==> config.mk <==
export PLATFORM = sky130hd
export DESIGN_NAME = group_mac_acc_flat
export DESIGN_NICKNAME = d
export VERILOG_FILES = /design/src/rtl/group_mac_acc_if.sv /design/src/rtl/group_mac_acc.sv /design/src/flat_wrapper.sv
export SDC_FILE = /design/constraint.sdc
export NUM_CORES = 2
export LEC_CHECK = 0
export CORE_UTILIZATION = 35
export CTS_CLUSTER_SIZE = 25
export DETAILED_ROUTE_END_ITERATION = 8
export GPL_TIMING_DRIVEN = 0
export PLACE_DENSITY = 0.56
export SYNTH_ARGS = -nofsm -noshare
export SYNTH_HDL_FRONTEND = slang
export SYNTH_SLANG_ARGS = --single-unit
==> constraint.sdc <==
create_clock -name clk -period 7.3 [get_ports clk]
set_clock_uncertainty 0.15 [all_clocks]
set_input_delay 1.46 -clock clk [delete_from_list [all_inputs] [get_ports clk]]
set_output_delay 1.46 -clock clk [all_outputs]
set_load 0.005 [all_outputs]
==> src/rtl/group_mac_acc_if.sv <==
// Stream bundle for group_mac_acc: operand beats in, requantised lane results out.
// Both sides use valid/ready: a transfer happens on a rising clk edge where valid && ready.
// The source holds its data until that edge, and ready never depends on valid.
interface group_mac_acc_if #(
  parameter int GROUP_NB  = 4,
  parameter int IMG_WIDTH = 16,
  parameter int KER_WIDTH = 16,
  parameter int OUT_WIDTH = 16
);
  logic [GROUP_NB*IMG_WIDTH-1:0] img;
  logic [GROUP_NB*KER_WIDTH-1:0] ker;
  logic                          val;
  logic                          last;
  logic                          rdy;
  logic [GROUP_NB*OUT_WIDTH-1:0] res;
  logic [GROUP_NB-1:0]           res_sat;
  logic                          res_val;
  logic                          res_rdy;

  modport master (
    output img, ker, val, last, res_rdy,
    input  rdy, res, res_sat, res_val
  );

  modport slave (
    input  img, ker, val, last, res_rdy,
    output rdy, res, res_sat, res_val
  );
endinterface

==> src/rtl/group_mac_acc.sv <==
// Lane-parallel signed MAC over last-delimited windows, with round-half-up rescale,
// per-lane saturation and a stall-everything back-pressure scheme.
module group_mac_acc #(
  parameter int GROUP_NB  = 4,
  parameter int IMG_WIDTH = 16,
  parameter int KER_WIDTH = 16,
  parameter int ACC_WIDTH = 40,
  parameter int OUT_WIDTH = 16,
  parameter int SHIFT     = 14
) (
  input  logic          clk,
  input  logic          rst,
  group_mac_acc_if.slave bus
);
  localparam int PW  = IMG_WIDTH + KER_WIDTH;
  localparam int AW1 = ACC_WIDTH + 1;
  localparam logic signed [AW1-1:0] RND     = AW1'((AW1'(1) << SHIFT) >> 1);
  localparam logic signed [AW1-1:0] OUT_MAX = AW1'((AW1'(1) << (OUT_WIDTH - 1)) - AW1'(1));
  localparam logic signed [AW1-1:0] OUT_MIN = -OUT_MAX - AW1'(1);

  logic                          en;
  logic [GROUP_NB*IMG_WIDTH-1:0] img1_q, img1_d;
  logic [GROUP_NB*KER_WIDTH-1:0] ker1_q, ker1_d;
  logic                          v1_q, v1_d, last1_q, last1_d;
  logic signed [ACC_WIDTH-1:0]   prod2_q [GROUP_NB];
  logic signed [ACC_WIDTH-1:0]   prod2_d [GROUP_NB];
  logic                          v2_q, v2_d, last2_q, last2_d;
  logic signed [ACC_WIDTH-1:0]   acc3_q [GROUP_NB];
  logic signed [ACC_WIDTH-1:0]   acc3_d [GROUP_NB];
  logic [GROUP_NB-1:0]           first3_q, first3_d;
  logic                          v3_q, v3_d, last3_q, last3_d;
  logic [GROUP_NB*OUT_WIDTH-1:0] res_q, res_d;
  logic [GROUP_NB-1:0]           sat_q, sat_d;
  logic                          res_val_q, res_val_d;

  logic signed [PW-1:0]          mul [GROUP_NB];
  logic signed [AW1-1:0]         t [GROUP_NB];
  logic [GROUP_NB*OUT_WIDTH-1:0] res_new;
  logic [GROUP_NB-1:0]           sat_new;

  // A held result freezes every stage, so nothing in flight is ever dropped.
  assign en          = !(res_val_q && !bus.res_rdy);
  assign bus.rdy     = en;
  assign bus.res     = res_q;
  assign bus.res_sat = sat_q;
  assign bus.res_val = res_val_q;

  always_comb begin
    res_new = '0;
    sat_new = '0;
    for (int i = 0; i < GROUP_NB; i++) begin
      mul[i] = PW'($signed(img1_q[i*IMG_WIDTH +: IMG_WIDTH])) *
               PW'($signed(ker1_q[i*KER_WIDTH +: KER_WIDTH]));
      // One guard bit so adding the rounding constant cannot wrap.
      t[i] = ($signed({acc3_q[i][ACC_WIDTH-1], acc3_q[i]}) + RND) >>> SHIFT;
      if (t[i] > OUT_MAX) begin
        res_new[i*OUT_WIDTH +: OUT_WIDTH] = OUT_MAX[OUT_WIDTH-1:0];
        sat_new[i]                        = 1'b1;
      end else if (t[i] < OUT_MIN) begin
        res_new[i*OUT_WIDTH +: OUT_WIDTH] = OUT_MIN[OUT_WIDTH-1:0];
        sat_new[i]                        = 1'b1;
      end else begin
        res_new[i*OUT_WIDTH +: OUT_WIDTH] = t[i][OUT_WIDTH-1:0];
      end
    end
  end

  always_comb begin
    img1_d    = img1_q;
    ker1_d    = ker1_q;
    v1_d      = v1_q;
    last1_d   = last1_q;
    prod2_d   = prod2_q;
    v2_d      = v2_q;
    last2_d   = last2_q;
    acc3_d    = acc3_q;
    first3_d  = first3_q;
    v3_d      = v3_q;
    last3_d   = last3_q;
    res_d     = res_q;
    sat_d     = sat_q;
    res_val_d = res_val_q;
    if (en) begin
      img1_d  = bus.img;
      ker1_d  = bus.ker;
      v1_d    = bus.val;
      last1_d = bus.last;
      v2_d    = v1_q;
      last2_d = last1_q;
      v3_d    = v2_q;
      last3_d = last2_q;
      for (int i = 0; i < GROUP_NB; i++) begin
        prod2_d[i] = ACC_WIDTH'(mul[i]);
        if (v2_q) begin
          acc3_d[i]   = first3_q[i] ? prod2_q[i] : acc3_q[i] + prod2_q[i];
          first3_d[i] = last2_q;
        end
      end
      res_val_d = v3_q && last3_q;
      if (v3_q && last3_q) begin
        res_d = res_new;
        sat_d = sat_new;
      end
    end
  end

  always_ff @(posedge clk or negedge rst) begin
    if (!rst) begin
      img1_q    <= '0;
      ker1_q    <= '0;
      v1_q      <= 1'b0;
      last1_q   <= 1'b0;
      v2_q      <= 1'b0;
      last2_q   <= 1'b0;
      first3_q  <= '1;
      v3_q      <= 1'b0;
      last3_q   <= 1'b0;
      res_q     <= '0;
      sat_q     <= '0;
      res_val_q <= 1'b0;
      for (int i = 0; i < GROUP_NB; i++) begin
        prod2_q[i] <= '0;
        acc3_q[i]  <= '0;
      end
    end else begin
      img1_q    <= img1_d;
      ker1_q    <= ker1_d;
      v1_q      <= v1_d;
      last1_q   <= last1_d;
      v2_q      <= v2_d;
      last2_q   <= last2_d;
      first3_q  <= first3_d;
      v3_q      <= v3_d;
      last3_q   <= last3_d;
      res_q     <= res_d;
      sat_q     <= sat_d;
      res_val_q <= res_val_d;
      for (int i = 0; i < GROUP_NB; i++) begin
        prod2_q[i] <= prod2_d[i];
        acc3_q[i]  <= acc3_d[i];
      end
    end
  end
endmodule

==> src/flat_wrapper.sv <==
// flat-port wrapper written by rule: the top's interface ports become plain ports
module group_mac_acc_flat 
#(
  parameter int GROUP_NB  = 4,
  parameter int IMG_WIDTH = 16,
  parameter int KER_WIDTH = 16,
  parameter int ACC_WIDTH = 40,
  parameter int OUT_WIDTH = 16,
  parameter int SHIFT     = 14
)
  (clk, rst, bus_img, bus_ker, bus_val, bus_last, bus_res_rdy, bus_rdy, bus_res, bus_res_sat, bus_res_val);
  group_mac_acc_if #(.GROUP_NB(GROUP_NB), .IMG_WIDTH(IMG_WIDTH), .KER_WIDTH(KER_WIDTH), .OUT_WIDTH(OUT_WIDTH)) bus_i ();
  input  logic clk;
  input  logic rst;
  input wire logic [$bits(bus_i.img)-1:0] bus_img;
  input wire logic [$bits(bus_i.ker)-1:0] bus_ker;
  input wire logic [$bits(bus_i.val)-1:0] bus_val;
  input wire logic [$bits(bus_i.last)-1:0] bus_last;
  input wire logic [$bits(bus_i.res_rdy)-1:0] bus_res_rdy;
  output wire logic [$bits(bus_i.rdy)-1:0] bus_rdy;
  output wire logic [$bits(bus_i.res)-1:0] bus_res;
  output wire logic [$bits(bus_i.res_sat)-1:0] bus_res_sat;
  output wire logic [$bits(bus_i.res_val)-1:0] bus_res_val;
  assign bus_i.img = bus_img;
  assign bus_i.ker = bus_ker;
  assign bus_i.val = bus_val;
  assign bus_i.last = bus_last;
  assign bus_i.res_rdy = bus_res_rdy;
  assign bus_rdy = bus_i.rdy;
  assign bus_res = bus_i.res;
  assign bus_res_sat = bus_i.res_sat;
  assign bus_res_val = bus_i.res_val;
  group_mac_acc #(.GROUP_NB(GROUP_NB), .IMG_WIDTH(IMG_WIDTH), .KER_WIDTH(KER_WIDTH), .ACC_WIDTH(ACC_WIDTH), .OUT_WIDTH(OUT_WIDTH), .SHIFT(SHIFT)) u_core (.clk(clk), .rst(rst), .bus(bus_i));
endmodule
== Word level (Yosys, flattened, before mapping) ==
Index checks and enable logic that the tools add are counted.

* Memories kept: 0
* Bits in registers: 492
* Latch bits: 0
* Bits in writable memories: 0
* Bits in read-only memories: 0

* Bitwise gates (word level): 1
* Shift-type cells: 0
* Multiply operators: 4
* Add/sub/neg operators: 8
* Equality and inequality tests: 0
* Magnitude comparators: 8
* Multiplexer cells: 20
* Divide/modulo/power cells: 0
* Reductions and logical operators: 6

{| class="wikitable"
|+ Operator list
! operator !! number
|-
| $add A40 B15 Y41 const B || 4
|-
| $add A40 B32 Y40 || 4
|-
| $mux W40 || 4
|-
| $mul A16 B16 Y32 || 4
|-
| $mux W16 || 8
|-
| $gt A27 B16 Y1 const B || 4
|-
| $lt A27 B16 Y1 const B || 4
|-
| $mux W1 || 8
|-
| $reduce_and A2 Y1 || 2
|-
| $logic_and A1 B1 Y1 || 2
|-
| $logic_not A1 Y1 || 2
|-
| $not A1 Y1 || 1
|}

== Depth between registers and ports, before layout ==
* Depth in word-level cells: 4
* Mapped depth: 27

== Worst setup path before layout ==
OpenSTA, ideal clock, no wires.

* Path kind: register -> register
* Start point: reg u_core.ker1_q[39]
* End point: reg, netlist name u_core.prod2_q[71]
* Required time: 7.013 ns
* Stages on the path, launching flop included: 27
* Setup slack: 0.706 ns
* Arrival: 6.307 ns
* Cell sequence: dfrtp_1 > clkbuf_1 > clkbuf_1 > nand2_1 > fa_1 > inv_1 > fa_1 > inv_1 > fa_1 > inv_1 > fa_1 > fa_1 > inv_1 > fa_1 > inv_1 > ha_1 > a21o_1 > a21o_1 > a21o_1 > o21a_1 > o21a_1 > o31a_1 > o31ai_1 > a21oi_1 > a21oi_1 > xnor2_1 > a21oi_1

* Word-level cells in the longest chain between the ends: 1

{| class="wikitable"
|+ Ends and longest elaborated chain
! item !! RTL line !! text
|-
| start: declaration || group_mac_acc.sv:23 || <nowiki>logic [GROUP_NB*KER_WIDTH-1:0] ker1_q, ker1_d;</nowiki>
|-
| start signal: assignment || group_mac_acc.sv:127 || <nowiki>ker1_q <= ker1_d;</nowiki>
|-
| $mul A16 B16 Y32 || group_mac_acc.sv:52 || <nowiki>mul[i] = PW'($signed(img1_q[i*IMG_WIDTH +: IMG_WIDTH])) *</nowiki>
|}

Every way passes these cells.
A chain may end at the register's enable or synchronous reset.

== Final worst setup path ==
* Start point: reg u_core.img1_q[6]
* End point: reg u_core.prod2_q[144] (netlist name)

* Word-level cells in the longest chain between the ends: 1

{| class="wikitable"
|+ Ends and longest elaborated chain
! item !! RTL line !! text
|-
| start: declaration || group_mac_acc.sv:22 || <nowiki>logic [GROUP_NB*IMG_WIDTH-1:0] img1_q, img1_d;</nowiki>
|-
| start signal: assignment || group_mac_acc.sv:126 || <nowiki>img1_q <= img1_d;</nowiki>
|-
| $mul A16 B16 Y32 || group_mac_acc.sv:52 ||
|-
| end signal: indexed assignment || group_mac_acc.sv:139 || <nowiki>prod2_q[i] <= prod2_d[i];</nowiki>
|-
| end: declaration || group_mac_acc.sv:25 || <nowiki>logic signed [ACC_WIDTH-1:0] prod2_q [GROUP_NB];</nowiki>
|}

Every way passes these cells.

==> flow_summary.json <==
{
  "status": "finished clean",
  "final_nets": 9825,
  "drt-pass1-iter-count": 5,
  "initial_core_util": 0.353,
  "hold_violations": 0,
  "clock-sinks": 492,
  "reg2reg_from": "u_core.img1_q[6]",
  "synth_fp_nets": 9543,
  "cts_tree": "built",
  "finalWeightedCongestion": 0.943,
  "period_minus_slack_ns": 7.12,
  "drt-total-wl_mm": 220,
  "avgSynthCellArea_um2": 8.74,
  "arrival_ns": 7.52,
  "endpoint_kind": "flop",
  "rsz0062_at_grt": "true",
  "setup.worst_path.start_class": "flop",
  "ys_seq_elements": 492,
  "syn_inst": 7870,
  "r2r_slack_ns": 0.18,
  "fp-row-count": 162,
  "cts.clk_slew.worst_paths_ns": 0.06,
  "insertion_delay_ns": 0.71,
  "critical_path.max_fanout": 10,
  "yosysWarnings": 0,
  "synth_edf_count": 0,
  "grt_pass1_vias": 56800,
  "crit_type": "reg -> reg",
  "mostFrequentLayoutCells": "nand2_1 (1,295), inv_1 (1,261), fa_1 (1,046)",
  "dieArea_mm2": 0.198,
  "routed_via_density": 5.07,
  "crit_required_ns": 7.71,
  "fmax_mhz": 140,
  "grt_use_total": 0.225,
  "grt_pass1_wl_mm": 341,
  "die_w_um": 445,
  "grt_max_degree": 110,
  "grt_overflow": 0,
  "cts-root-buf": "clkbuf_16",
  "timing.rr.end": "u_core.prod2_q[144]",
  "use_met3": 0.0283,
  "coreArea_mm2": 0.195,
  "use_met2": 0.361,
  "synth.distinct_cells": 102,
  "layout_commonest_cell": "nand2_1",
  "synthArstFlopShare": 1.00,
  "syn_to_final_growth_pct": 12.3,
  "drive_above_1_share": 0.0523,
  "design_area_mm2": 0.0773,
  "r2r_cells": 24,
  "io_buffers": 202,
  "tightest_slew_ns": 1.44,
  "dp_hpwl_mm": 177,
  "ios": 203,
  "maxSlewViolCount": 0,
  "clockBufferDepth": 3,
  "place_area_mm2": 0.0744,
  "drtIter0Drc": 3439,
  "maxCapViolCount": 0,
  "numCtsBuffers": 66,
  "hold_depth": 2,
  "max_slew_margin": 0.0389,
  "ant_nets": 0,
  "min_path_type": "reg -> reg",
  "antenna_found_initial": 7,
  "htree_num_levels": 3,
  "drcViolationCount": 0,
  "wl_per_cell_um": 20.3,
  "grt-busiest-layer": "met2",
  "ys_seq_area_frac": 0.179,
  "worstHoldEndpoint": "u_core.bus.res[37]",
  "syn_area_mm2": 0.0688,
  "ys.flop_type": "dfrtp_1",
  "finalCritPeriodShare": 0.975,
  "hp-start": "u_core.bus.res[37]",
  "die_y_um": 445,
  "cts_hold_buf": 0,
  "vias": 55000,
  "use_met1": 0.303,
  "setup_violations": 0
}
-- sequential cells by signal (all words and copies together), names as in the netlist --
| signal | count |
|---|---|
| u_core.img1_q | 64 |
| u_core.v3_q | 1 |
| u_core.last2_q | 1 |
| u_core.acc3_q | 160 |
| u_core.ker1_q | 64 |
| u_core.last3_q | 1 |
| u_core.last1_q | 1 |
| u_core.bus.res_val | 1 |
| u_core.bus.res | 64 |
| u_core.first3_q | 1 |
| u_core.v1_q | 1 |
| u_core.prod2_q | 128 |
| u_core.v2_q | 1 |
| u_core.bus.res_sat | 4 |
-- metrics by stage --
stage	cells	util	setup TNS [ns]	hold slack, ns	setup WS, ns
global placement	10700	0.380	-9534.89	0.305	-19.52
finish	10800	0.396	0	0.322	0.182
detailed placement	10700	0.381	-13.51	0.312	-1.09
floorplan	7870	-	0	0.289	0.706
CTS	10800	0.394	0	0.325	0.00150
global route	10800	0.396	-0.0417	0.343	-0.0252
-- layer usage --
| metal | vias to the layer above | wire length, um |
|---|---|---|
| li1 | 25500 | - |
| met1 | 27700 | 96900 |
| met2 | 1413 | 101000 |
| met3 | 324 | 11600 |
| met4 | 0 | 10300 |
| met5 | - | 0 |
-- how the worst max path moves through the flow --
stage	slack, ns	cells past startpoint	from	end
4_1_cts	0.001	23	u_core.img1_q[28]	u_core.prod2_q[111]
6_report	0.18	24	u_core.img1_q[6]	u_core.prod2_q[144]
5_1_grt	-0.03	23	u_core.img1_q[6]	u_core.prod2_q[151]
3_5_place_dp	-1.09	23	u_core.ker1_q[7]	u_core.prod2_q[144]
3_3_place_gp	-19.52	1	rst	u_core.img1_q[41]
2_1_floorplan	0.71	26	u_core.ker1_q[39]	u_core.prod2_q[71]
-- cells in the mapped netlist, types with 11 or more instances --
cell type | count | share of area
inv_1 | 1261 | 0.069
xor2_1 | 123 | 0.016
o21ai_0 | 356 | 0.026
nor2b_1 | 34 | 0.0031
and4_1 | 11 | 0.0014
nand3_1 | 97 | 0.0071
clkbuf_1 | 292 | 0.016
o22ai_1 | 14 | 0.0013
mux2i_1 | 22 | 0.0032
buf_1 | 15 | 0.00082
fa_1 | 1052 | 0.31
a31oi_1 | 43 | 0.0039
nand2b_1 | 49 | 0.0045
o21bai_1 | 48 | 0.0052
o21a_1 | 72 | 0.0079
and2_1 | 506 | 0.046
nor2_1 | 359 | 0.020
and3_1 | 45 | 0.0041
a211o_1 | 11 | 0.0014
nor3_1 | 63 | 0.0046
o211ai_1 | 44 | 0.0048
a21oi_1 | 396 | 0.029
nand2_1 | 1295 | 0.071
o31ai_1 | 16 | 0.0017
dfrtp_1 | 491 | 0.18
nand4_1 | 42 | 0.0038
or2_2 | 16 | 0.0015
a21o_1 | 151 | 0.016
ha_1 | 488 | 0.089
xnor2_1 | 201 | 0.026
a211oi_1 | 41 | 0.0045
-- worst max-delay path, stage by stage (launching register included) --
cell and delay (ns):
dfrtp_1 0.58, buf_2 0.40, nand2_1 0.13, fa_1 0.53, inv_1 0.05, fa_1 0.49
inv_1 0.05, fa_1 0.53, inv_1 0.05, fa_1 0.46, fa_1 0.50, inv_1 0.05
fa_1 0.50, inv_1 0.06, ha_1 0.35, nand3_1 0.11, o22ai_1 0.08, o21ai_2 0.29
inv_1 0.14, a211oi_4 0.45, a22oi_1 0.22, a211o_1 0.29, a21oi_1 0.18, xor2_1 0.22
o21ai_0 0.12
-- area by class of cell --
class / count / area [um2]
clock inverter: 33 / 497
tap: 2624 / 3280
sequential: 492 / 12400
antenna: 7 / 17.5
inverter: 1263 / 4740
timing repair buffer: 231 / 2400
multi-input combinational: 5795 / 50700
buffer: 303 / 1440
fill: 19800 / 118000
clock buffer: 88 / 1820
-- logic make-up after synthesis --
family	synth area share
AND/OR/NAND/NOR	0.174
buffers and inverters	0.0871
AO/OA/AOI/OAI	0.120
XOR/XNOR	0.0412
multiplexers	0.00424
adder cells (fa/ha/maj)	0.395
flip-flops	0.179
-- repair_timing --
| action | 4_1_cts | 5_1_grt |
|---|---|---|
| setup endpoints to repair | 32 | 22 |
| pin swaps | 1 | 5 |
| gates cloned | 0 | 0 |
| buffers inserted | 1 | 18 |
| gates resized for setup | 139 | 188 |
Power is left out: the tool's default activity adds up to more than one toggle a clock period on the data nets, which glitch-free logic cannot reach.
